### config.mk
export PLATFORM = sky130hd
export DESIGN_NAME = pipeline_ctrl
export DESIGN_NICKNAME = d
export VERILOG_FILES = /design/src/rtl/cpu_ctrl_pkg.sv /design/src/rtl/pipe_ctrl_wdog.sv /design/src/rtl/pipeline_ctrl.sv
export SDC_FILE = /design/constraint.sdc
export NUM_CORES = 1
export LEC_CHECK = 0
export BUFFER_PORTS_ARGS = -buffer_cell sky130_fd_sc_hd__buf_4
export CORE_ASPECT_RATIO = 0.9
export CORE_MARGIN = 2
export CORE_UTILIZATION = 43
export DETAILED_ROUTE_END_ITERATION = 12
export PLACE_DENSITY = 0.71
export SYNTH_ARGS = -nofsm -noshare
export SYNTH_HDL_FRONTEND = slang
export SYNTH_SLANG_ARGS = --single-unit
### constraint.sdc
create_clock -name clk_i -period 1.8 [get_ports clk_i]
set_input_delay 0.36 -clock clk_i [delete_from_list [all_inputs] [get_ports clk_i]]
set_output_delay 0.36 -clock clk_i [all_outputs]
set_load 0.01 [all_outputs]
### src/rtl/cpu_ctrl_pkg.sv
// Shared definitions for the pipeline control block: FSM state type,
// stage-bit indices and the resolved per-stage stall vectors.
package cpu_ctrl_pkg;

  typedef enum logic {
    ST_RUN   = 1'b0,
    ST_FLUSH = 1'b1
  } state_t;

  localparam int STG_PC  = 0;
  localparam int STG_IF  = 1;
  localparam int STG_ID  = 2;
  localparam int STG_EX  = 3;
  localparam int STG_MEM = 4;
  localparam int STG_WB  = 5;

  localparam logic [5:0] STALL_NONE = 6'b000000;
  localparam logic [5:0] STALL_ID   = (6'b1 << STG_PC) | (6'b1 << STG_IF) | (6'b1 << STG_ID);
  localparam logic [5:0] STALL_EX   = STALL_ID | (6'b1 << STG_EX);
  localparam logic [5:0] STALL_MEM  = STALL_EX | (6'b1 << STG_MEM);

endpackage

### src/rtl/pipe_ctrl_wdog.sv
// Runaway-stall watchdog: counts consecutive stalled cycles and emits a
// one-cycle timeout pulse every LIMIT cycles of an unbroken stall.
module pipe_ctrl_wdog #(
  parameter int LIMIT = 1024
) (
  input  logic clk_i,
  input  logic rst_n_i,
  input  logic stalled_i,
  output logic timeout_o
);

  localparam logic [15:0] TERM = 16'(LIMIT - 1);

  logic [15:0] run_q;

  // Combinational so the pulse lands on the LIMIT-th stalled cycle itself.
  assign timeout_o = stalled_i && (run_q == TERM);

  always_ff @(posedge clk_i or negedge rst_n_i) begin
    if (!rst_n_i) begin
      run_q <= 16'd0;
    end else if (!stalled_i || timeout_o) begin
      run_q <= 16'd0;
    end else begin
      run_q <= run_q + 16'd1;
    end
  end

endmodule

### src/rtl/pipeline_ctrl.sv
// Pipeline stall/flush sequencer. Optional runaway-stall watchdog is built
// when PIPE_CTRL_WDOG_EN is defined; otherwise timeout_o is tied low.
//
// state    | meaning
// ST_RUN   | normal flow; stall vector resolved MEM > EX > ID
// ST_FLUSH | flush_o high, new_pc_o valid, stall requests ignored
module pipeline_ctrl
  import cpu_ctrl_pkg::*;
#(
  parameter int FLUSH_CYCLES = 1,
  parameter int WDOG_LIMIT   = 1024
) (
  input  logic        clk_i,
  input  logic        rst_n_i,
  input  logic        stallreq_id_i,
  input  logic        stallreq_ex_i,
  input  logic        stallreq_mem_i,
  input  logic        flush_req_i,
  input  logic [31:0] flush_pc_i,
  output logic [5:0]  stall_o,
  output logic        flush_o,
  output logic [31:0] new_pc_o,
  output logic [31:0] stall_cnt_o,
  output logic        timeout_o
);

  if (FLUSH_CYCLES < 1 || FLUSH_CYCLES > 15 || WDOG_LIMIT < 2 || WDOG_LIMIT > 65535) begin : g_bad_param
    $error("pipeline_ctrl: FLUSH_CYCLES or WDOG_LIMIT out of range");
  end

  localparam logic [3:0] FLUSH_LOAD = 4'(FLUSH_CYCLES);

  state_t      state_q, state_d;
  logic [3:0]  fcnt_q, fcnt_d;
  logic [31:0] pc_q, pc_d;
  logic [31:0] cnt_q;
  logic [5:0]  stall;
  logic        stalled;

  always_comb begin
    state_d = state_q;
    fcnt_d  = fcnt_q;
    pc_d    = pc_q;
    stall   = STALL_NONE;
    case (state_q)
      ST_RUN: begin
        if (flush_req_i) begin
          pc_d    = flush_pc_i;
          fcnt_d  = FLUSH_LOAD;
          state_d = ST_FLUSH;
        end else if (stallreq_mem_i) begin
          stall = STALL_MEM;
        end else if (stallreq_ex_i) begin
          stall = STALL_EX;
        end else if (stallreq_id_i) begin
          stall = STALL_ID;
        end
      end
      ST_FLUSH: begin
        // A fresh request restarts the window with the newest target.
        if (flush_req_i) begin
          pc_d   = flush_pc_i;
          fcnt_d = FLUSH_LOAD;
        end else if (fcnt_q <= 4'd1) begin
          fcnt_d  = 4'd0;
          state_d = ST_RUN;
        end else begin
          fcnt_d = fcnt_q - 4'd1;
        end
      end
      default: begin
        state_d = ST_RUN;
        fcnt_d  = 4'd0;
      end
    endcase
  end

  always_ff @(posedge clk_i or negedge rst_n_i) begin
    if (!rst_n_i) begin
      state_q <= ST_RUN;
      fcnt_q  <= 4'd0;
      pc_q    <= 32'd0;
    end else begin
      state_q <= state_d;
      fcnt_q  <= fcnt_d;
      pc_q    <= pc_d;
    end
  end

  assign stalled = (stall != STALL_NONE);

  always_ff @(posedge clk_i or negedge rst_n_i) begin
    if (!rst_n_i) begin
      cnt_q <= 32'd0;
    end else if (stalled) begin
      cnt_q <= cnt_q + 32'd1;
    end
  end

  assign stall_o     = stall;
  assign flush_o     = (state_q == ST_FLUSH);
  assign new_pc_o    = pc_q;
  assign stall_cnt_o = cnt_q;

`ifdef PIPE_CTRL_WDOG_EN
  pipe_ctrl_wdog #(
    .LIMIT(WDOG_LIMIT)
  ) u_wdog (
    .clk_i     (clk_i),
    .rst_n_i   (rst_n_i),
    .stalled_i (stalled),
    .timeout_o (timeout_o)
  );
`else
  assign timeout_o = 1'b0;
`endif

endmodule
==> flow_summary.yaml, run 1 <==
grt:
  grt_pass1_vias: 2201
  grt_pass1_wl_mm: 10.6
  antenna_found_initial: 0
  track_usage_pct: 17.2
  overflow: 0
  grt_start_max_net_pins: 38
sta:
  min_period_over_period_pct: 95.1
  finalCriticalPeriod_ps: 1710
  skew_ps: 6.68
  finalSetupViolations: 0
  rsz0062_at_grt: "yes"
  finalSetupTns_ps: 0
  fmax_mhz: 584
  finalMaxSlewViolations: 0
  finalHoldViolCount: 0
setup_path:
  crit_type: "flop to output port"
  required_ps: 1440
  crit_chain: "nor2_4 -> buf_4 -> nand2_1 -> inv_1 -> buf_4"
  cp_num_buf_inv: 3
  cp_common_cell: "buf_4"
  max_stage_delay_ps: 460
  cp_max_fo: 6
  critPathArrivalTime_ps: 1350
  slowest_stage: "dfrtp_2"
  endpoint_kind: "output port"
  crit_family: "flip-flops"
  regToRegSetupSlack_ps: 120
  start_kind: "flop"
cells_and_area:
  area_growth_pct: 39.8
  drive_above_1_share_pct: 48.5
  seq_area_mm2: 0.00173
  final_cell_mix: "buf_4, dfrtp_1, mux2_2, xor2_1, nand2_1"
  layout.nets: 403
  multi_input_area_mm2: 0.00121
  nFillCells: 565
  utilization_pct: 63.0
  fin_cells: 457
  final_common_cell: "buf_4"
  final_cell_area_mm2: 0.00419
  antenna_cells: 0
detailed_routing:
  drt-total-wl_mm: 6.30
  viasPerCell: 4.96
  vias: 2267
  wl_met1_mm: 2.89
  top_layer: "met4"
  antenna_left: 0
  drt-initial-drc-count: 154
  wl_met3_um: 400
  drt_pass1_iterations: 4
  wl_met2_mm: 2.88
  drt-wirelength-per-cell_um: 13.8
  drcViolationCount: 0
power:
  power_density_mw_per_mm2: 875
  sw_frac_of_total_pct: 26.6
  p_int_w: 0.00269
  peakVddDrop_v: 0.000485
  seqPwrFrac_pct: 49.3
  p_total_w: 0.00367
  combPwrFrac_pct: 17.4
  power_switching_w: 0.000977
  p_leak_nw: 2.11
  clockPowerShare_pct: 33.3
cts:
  clock_latency_ps: 340
  cts_tree: "done"
  h-tree-depth: 3
  cts_buffers: 9
  clock_path_buffers: 2
  cts-root-buf: "clkbuf_8"
  clock-sinks: 69
  path_clk_slew_ps: 80
floorplan:
  die_y_um: 83.2
  io_pins: 110
  die_w_um: 92.0
  dieArea_mm2: 0.00766
  rows: 28
  initial_core_util_pct: 45.0
  coreArea_mm2: 0.00666
synthesis:
  synth.avg_cell_area_um2: 12.5
  synth-seq-area-share_pct: 57.6
  synth_edf_count: 0
  synth_warnings: 0
  synthesis.area_mm2: 0.00300
  syn_inst: 239
  synth-seq-cells: 69
  synth_cell_types: 34
  synth_ff_type: "dfrtp_1"
  synthArstFlopShare_pct: 100
place:
  io_buffers: 107
  place.gp.congestion: 0.782
  dp_hpwl_mm: 4.61
  post-place-cells: 437
  post_dp_cell_area_mm2: 0.00395
min_path:
  min_path_type: "input port to flop"
run_status:
  status: "finished clean"
flow_run:
  maxCapViolations: 0
## worst reg2reg max path: stages (launching register included)
cell     delay (ps)
dfrtp_1         450
and3_1          300
nand4_2         270
nor4_1          390
xor2_1          190
## sequential cells by signal, summed over array words and instances (netlist names)
signal	cells
flush_o	1
stall_cnt_o	32
fcnt_q	4
new_pc_o	32
## cells in the mapped netlist, types with 4 or more instances
library cell	number	area, µm²
nor3_1	11	55.1
xor2_1	18	158
mux2_2	32	360
nand3_1	7	35.0
xnor2_1	12	105
dfrtp_1	69	1730
nand2_1	16	60.1
nor2_1	9	33.8
buf_4	4	30.0
and3_1	4	25.0
nand4_1	8	50.1
inv_1	9	33.8
nor4_1	9	56.3
## cells by family (layout without fill, tap and decap cells)
logic type	after synthesis	in the layout	synth area share, %
and+or+nand+nor	79	79	15.2
DFF	69	69	57.6
muxes	33	33	12.4
xor gates and xnor gates	31	31	9.31
buffers and inverters	18	145	2.88
AOI/OAI and AO/OA	5	5	1.25
adders and majority gates	3	3	1.25
other	1	2	0.125
## through the flow
step,worst slack (ps),hold WS [ps]
2_1_floorplan,124,64.4
3_3_place_gp,159,331
3_5_place_dp,86.7,338
4_1_cts,40.6,231
5_1_grt,-23.4,240
6_report,88.6,249
## power by group through the flow
stage	clock (W)	sequential [W]	combinational, W
3_5_place_dp	0	0.00183	0.000639
2_1_floorplan	0	0.00188	0.000227
5_1_grt	0.00132	0.00184	0.000702
6_report	0.00122	0.00181	0.000638
4_1_cts	0.00126	0.00181	0.000648
3_3_place_gp	0	0.00183	0.000632
## worst paths after layout
check	to	startpoint	depth (start not counted)
worst max-delay path	stall_o[2]	flush_o$_DFF_PN0_	5
worst min-delay path	new_pc_o[23]$_DFFE_PN0P_	flush_pc_i[23]	2
worst max register to register	stall_cnt_o[29]$_DFFE_PN0P_	stall_cnt_o[4]$_DFFE_PN0P_	4
worst min register to register	stall_cnt_o[31]$_DFFE_PN0P_	stall_cnt_o[31]$_DFFE_PN0P_	1
max in group asynchronous	flush_o$_DFF_PN0_	rst_n_i	3
min in group asynchronous	new_pc_o[0]$_DFFE_PN0P_	rst_n_i	2
## what timing repair did
item / 4_1_cts / 5_1_grt
setup endpoints to repair: 5 / 12
hold buffers: 1 / 0
pin swaps: 1 / 2
gates resized for setup: 1 / 5
hold endpoints to repair: 33 / 0
setup buffers: 1 / 2
## metal layers
layer,vias to the layer above,track usage (%)
li1,1080,-
met1,1098,23.8
met2,80,26.3
met3,9,3.27
met4,0,7.73
met5,-,0
## cell type report
class,instances,area share [%]
clock buffers,10,3.05
well taps,90,2.69
multi-input cells,153,28.8
flip-flops and latches,69,41.3
clock inverters,6,1.52
inverters,9,0.806
repair buffers,120,21.9
Note: power is estimated with default switching activity, not from simulation.
==> run 2: changes to the inputs <==
- clock period: 1.8 -> 2.2 ns (I/O delays scaled with it)
==> run 2 against run 1 <==
Compared with the run above: register-to-register slack improved by 300 ps; clock power increased by 5%; first-iteration DRC count decreased by 53%; worst setup slack improved by 140 ps; non-clock buffer count shrank 11; largest power group unchanged; routed wire length is 2.1% lower; utilization shrank 0.53 points; sequential power fell by 18%; power shrank 11%; clock skew rose by 1.6 ps; die area stayed put; via count down 4.5%.
==> flow_summary.yaml, run 2 (synthesis results as in run 1) <==
run_status:
  status: "finished clean"
min_path:
  min_path_type: "input port to asynchronous set/reset pin"
sta:
  finalSetupViolations: 0
  finalMaxSlewViolations: 0
  fmax_mhz: 507
  whs_ps: 87.2
  finalSetupTns_ps: 0
  min_period_over_period_pct: 89.7
  skew_ps: 8.24
  finalHoldViolCount: 0
  relSlewSlack_pct: 63.3
  finalCriticalPeriod_ps: 1970
  rsz0062_at_grt: "no"
  tightest_slew_ps: 550
grt:
  grt_start_max_net_pins: 44
  grt_pass1_wl_mm: 10.1
  antenna_found_initial: 0
  grt_pass1_vias: 2068
  track_usage_pct: 16.5
  overflow: 0
cts:
  cts_tree: "done"
  cts_hold_buf: 0
  h-tree-depth: 3
  cts_buffers: 9
  path_clk_slew_ps: 80
  cts_setup_buffers: 0
  cts_resized: 0
  clock_latency_ps: 330
  clock-sinks: 69
  cts-root-buf: "clkbuf_8"
  clock_path_buffers: 2
detailed_routing:
  drt-total-wl_mm: 6.16
  viasPerCell: 4.85
  vias: 2165
  drt-wirelength-per-cell_um: 13.8
  drt-initial-drc-count: 72
  drcViolationCount: 0
  antenna_left: 0
  drt_pass1_iterations: 4
setup_path:
  start_kind: "input port"
  required_ps: 1760
  cp_num_buf_inv: 3
  crit_chain: "buf_4 -> or3_1 -> nand2_1 -> inv_1 -> buf_4"
  critPathArrivalTime_ps: 1530
  max_stage_delay_ps: 480
  cp_max_fo: 9
  cp_common_cell: "buf_4"
  crit_type: "input port to output port"
  slowest_stage: "or3_1"
  crit_family: "simple AND/OR/NAND/NOR gates"
  endpoint_kind: "output port"
cells_and_area:
  antenna_cells: 0
  area_growth_pct: 38.6
  drive_above_1_share_pct: 46.1
  final_cell_mix: "buf_4, dfrtp_1, mux2_2, xor2_1, nand2_1"
  final_common_cell: "buf_4"
  nFillCells: 588
  final_cell_area_mm2: 0.00416
  fin_cells: 446
  layout.nets: 392
power:
  power_density_mw_per_mm2: 785
  clockPowerShare_pct: 39.2
  peakVddDrop_v: 0.000555
  sw_frac_of_total_pct: 23.9
  p_int_w: 0.00248
  p_leak_nw: 2.09
  p_total_w: 0.00326
  combPwrFrac_pct: 15.5
  seqPwrFrac_pct: 45.3
  power_switching_w: 0.000780
place:
  io_buffers: 107
  dp_hpwl_mm: 4.55
  post_dp_cell_area_mm2: 0.00389
  post-place-cells: 430
  place.gp.congestion: 0.773
floorplan:
  die_y_um: 83.2
  dieArea_mm2: 0.00766
  die_w_um: 92.0
  coreArea_mm2: 0.00666
  initial_core_util_pct: 45.0
  rows: 28
  io_pins: 110
flow_run:
  maxCapViolations: 0
[run 2: changes by cell type in the layout (fill, tap and decap cells not counted), sizes merged]
cell and delta:
bufinv +2, buf -10, clkinv -2, clkinvlp -1, clkbuf +1, dlygate4sd3 -1
[run 2: metal layers]
metal  GRT usage [%]  routed length (µm)
met1            22.4                2910
met2            25.6                2830
met3            3.81                 340
met4            6.51                  79
met5               0                   0
[run 2: path summary, 6_finish.rpt]
kind / from / to / slack (ps) / cells after the start
max: stallreq_id_i / stall_o[2] / 230 / 5
min: rst_n_i / new_pc_o[27]$_DFFE_PN0P_ / 90 / 1
max in group asynchronous: rst_n_i / new_pc_o[14]$_DFFE_PN0P_ / 1570 / 2
min in group clk_i: flush_pc_i[28] / new_pc_o[28]$_DFFE_PN0P_ / 330 / 2
max reg2reg: stall_cnt_o[0]$_DFFE_PN0P_ / stall_cnt_o[24]$_DFFE_PN0P_ / 420 / 5
min reg2reg: stall_cnt_o[31]$_DFFE_PN0P_ / stall_cnt_o[31]$_DFFE_PN0P_ / 480 / 1
[run 2: power groups by stage]
stage	Clock (W)	Sequential [W]	Combinational (W)
finish	0.00128	0.00148	0.000505
CTS	0.00131	0.00148	0.000515
global placement	0	0.00150	0.000504
detailed placement	0	0.00150	0.000515
floorplan	0	0.00154	0.000186
global route	0.00137	0.00150	0.000551
[run 2: final cells by class]
| class | count | area, µm² | area share (%) |
|---|---|---|---|
| multi-input cells | 153 | 1190 | 28.7 |
| inverters | 9 | 33.8 | 0.813 |
| well taps | 90 | 113 | 2.71 |
| clock inverters | 5 | 106 | 2.56 |
| repair buffers | 109 | 831 | 20.0 |
| flip-flops and latches | 69 | 1730 | 41.6 |
| clock buffers | 11 | 151 | 3.64 |
[run 2: stage by stage]
stage,utilization (%),setup WS [ps]
after floorplan,-,397
after global placement,58.5,267
after detailed placement,58.5,238
after CTS,62.3,84.1
after global routing,62.4,92.5
final,62.4,226
[run 2: worst register-to-register path: stages (launching register included)]
cell and delay [ps]:
dfrtp_1 440, ha_1 190, and3_1 250, nand4_1 290, nor4_1 370, xor2_1 170
==> run 3: changes to the inputs <==
- CORE_MARGIN: 2 -> 5
- CORE_UTILIZATION: 43 -> 53
- PLACE_DENSITY: 0.71 -> 0.85
==> run 3 against run 2 <==
Compared with the run above: utilization increased by 10 points; critical path type is now flop to output port; non-clock buffer count decreased by 1; via count increased by 1.8%; sequential cell count unchanged.
==> flow_summary.yaml, run 3 (synthesis results as in run 1) <==
run_status:
  status: "finished clean"
setup_path:
  critPathArrivalTime_ps: 1570
  endpoint_kind: "output port"
  regToRegSetupSlack_ps: 380
  timing.rr.end: "stall_cnt_o[26]$_DFFE_PN0P_"
  worstReg2RegStart: "stall_cnt_o[0]$_DFFE_PN0P_"
  required_ps: 1760
  crit_type: "flop to output port"
  cp_max_fo: 9
  start_kind: "flop"
  reg2reg_depth: 5
flow_run:
  maxCapViolations: 0
cts:
  cts_resized: 0
  cts-root-buf: "clkbuf_8"
  cts_hold_buf: 0
  cts_tree: "done"
  cts_setup_buffers: 0
  clock_path_buffers: 2
  clock_latency_ps: 330
  path_clk_slew_ps: 70
  cts_buffers: 9
  h-tree-depth: 3
  clock-sinks: 69
power:
  p_leak_nw: 2.06
  peakVddDrop_v: 0.000761
  p_total_w: 0.00300
  power_density_mw_per_mm2: 740
detailed_routing:
  vias: 2204
  drt-total-wl_mm: 6.56
  drcViolationCount: 0
  viasPerCell: 5.20
  wl_met3_um: 627
  drt-wirelength-per-cell_um: 15.5
  wl_met1_mm: 2.81
  drt_pass1_iterations: 4
  drt-initial-drc-count: 102
  antenna_left: 0
  top_layer: "met4"
  wl_met2_mm: 3.03
floorplan:
  io_pins: 110
  die_w_um: 89.3
  coreArea_mm2: 0.00560
  die_y_um: 81.4
  initial_core_util_pct: 53.6
  rows: 26
  dieArea_mm2: 0.00726
sta:
  finalHoldViolCount: 0
  finalSetupViolations: 0
  skew_ps: 9.10
  finalCriticalPeriod_ps: 2010
  min_period_over_period_pct: 91.4
  tightest_slew_ps: 852
  rsz0062_at_grt: "no"
  fmax_mhz: 497
  finalMaxSlewViolations: 0
  relSlewSlack_pct: 43.2
  finalSetupTns_ps: 0
  whs_ps: 213
grt:
  grt_pass1_wl_mm: 10.4
  overflow: 0
  antenna_found_initial: 0
  grt_pass1_vias: 2174
  track_usage_pct: 18.9
  grt_start_max_net_pins: 70
cells_and_area:
  utilization_pct: 72.4
  area_growth_pct: 35.1
  drive_above_1_share_pct: 45.8
  antenna_cells: 0
  final_cell_area_mm2: 0.00405
  final_common_cell: "buf_4"
  final_cell_mix: "buf_4, dfrtp_1, mux2_2, xor2_1, nand2_1"
  layout.nets: 391
min_path:
  min_path_type: "input port to asynchronous set/reset pin"
place:
  post_dp_cell_area_mm2: 0.00385
  dp_hpwl_mm: 4.89
  place.gp.congestion: 0.823
  io_buffers: 107
==> run 3: changes by cell type in the layout (fill, tap and decap cells not counted), sizes merged <==
cell and delta:
bufinv -2, buf -1, clkinv +1
==> run 3: layout make-up <==
class | instances | area [µm²]
Tap cell | 70 | 87.6
Inverter | 9 | 33.8
Sequential cell | 69 | 1730
Clock inverter | 4 | 47.5
Multi-Input combinational cell | 153 | 1190
Timing Repair Buffer | 108 | 811
Clock buffer | 11 | 151
Fill cell | 413 | 1540
==> run 3: through the flow <==
stage	worst slack, ps	std cells
2_1_floorplan	397	240
3_3_place_gp	266	409
3_5_place_dp	204	409
4_1_cts	36.5	424
5_1_grt	48.5	424
6_report	189	424
==> run 3: routing by layer <==
metal / GRT usage (%) / vias up
met4: 5.51 / 0
met1: 24.9 / 1047
met3: 7.20 / 10
met5: 0 / -
met2: 29.2 / 91
li1: - / 1056
==> run 3: how the worst max path moves through the flow <==
stage                      start         end  slack [ps]  cells after the start
3_5_place_dp       stallreq_id_i  stall_o[2]         200                      5
5_1_grt        flush_o$_DFF_PN0_  stall_o[2]          50                      4
2_1_floorplan      stallreq_id_i  stall_o[1]         400                      4
6_report       flush_o$_DFF_PN0_  stall_o[2]         190                      4
3_3_place_gp       stallreq_id_i  stall_o[1]         270                      5
4_1_cts        flush_o$_DFF_PN0_  stall_o[2]          40                      4
==> run 3: worst max-delay path, cell delays in order (launching register included) <==
cell and delay, ps:
dfrtp_1 460, nor2_4 210, nand2_1 150, inv_1 240, buf_4 180
==> run 3: where the power goes <==
part	internal, W	switching, W	total, W	leakage, nW
Sequential	0.00138	0.000102	0.00148	0.851
Combinational	0.000284	0.000220	0.000504	1.11
Clock	0.000575	0.000439	0.00101	0.101
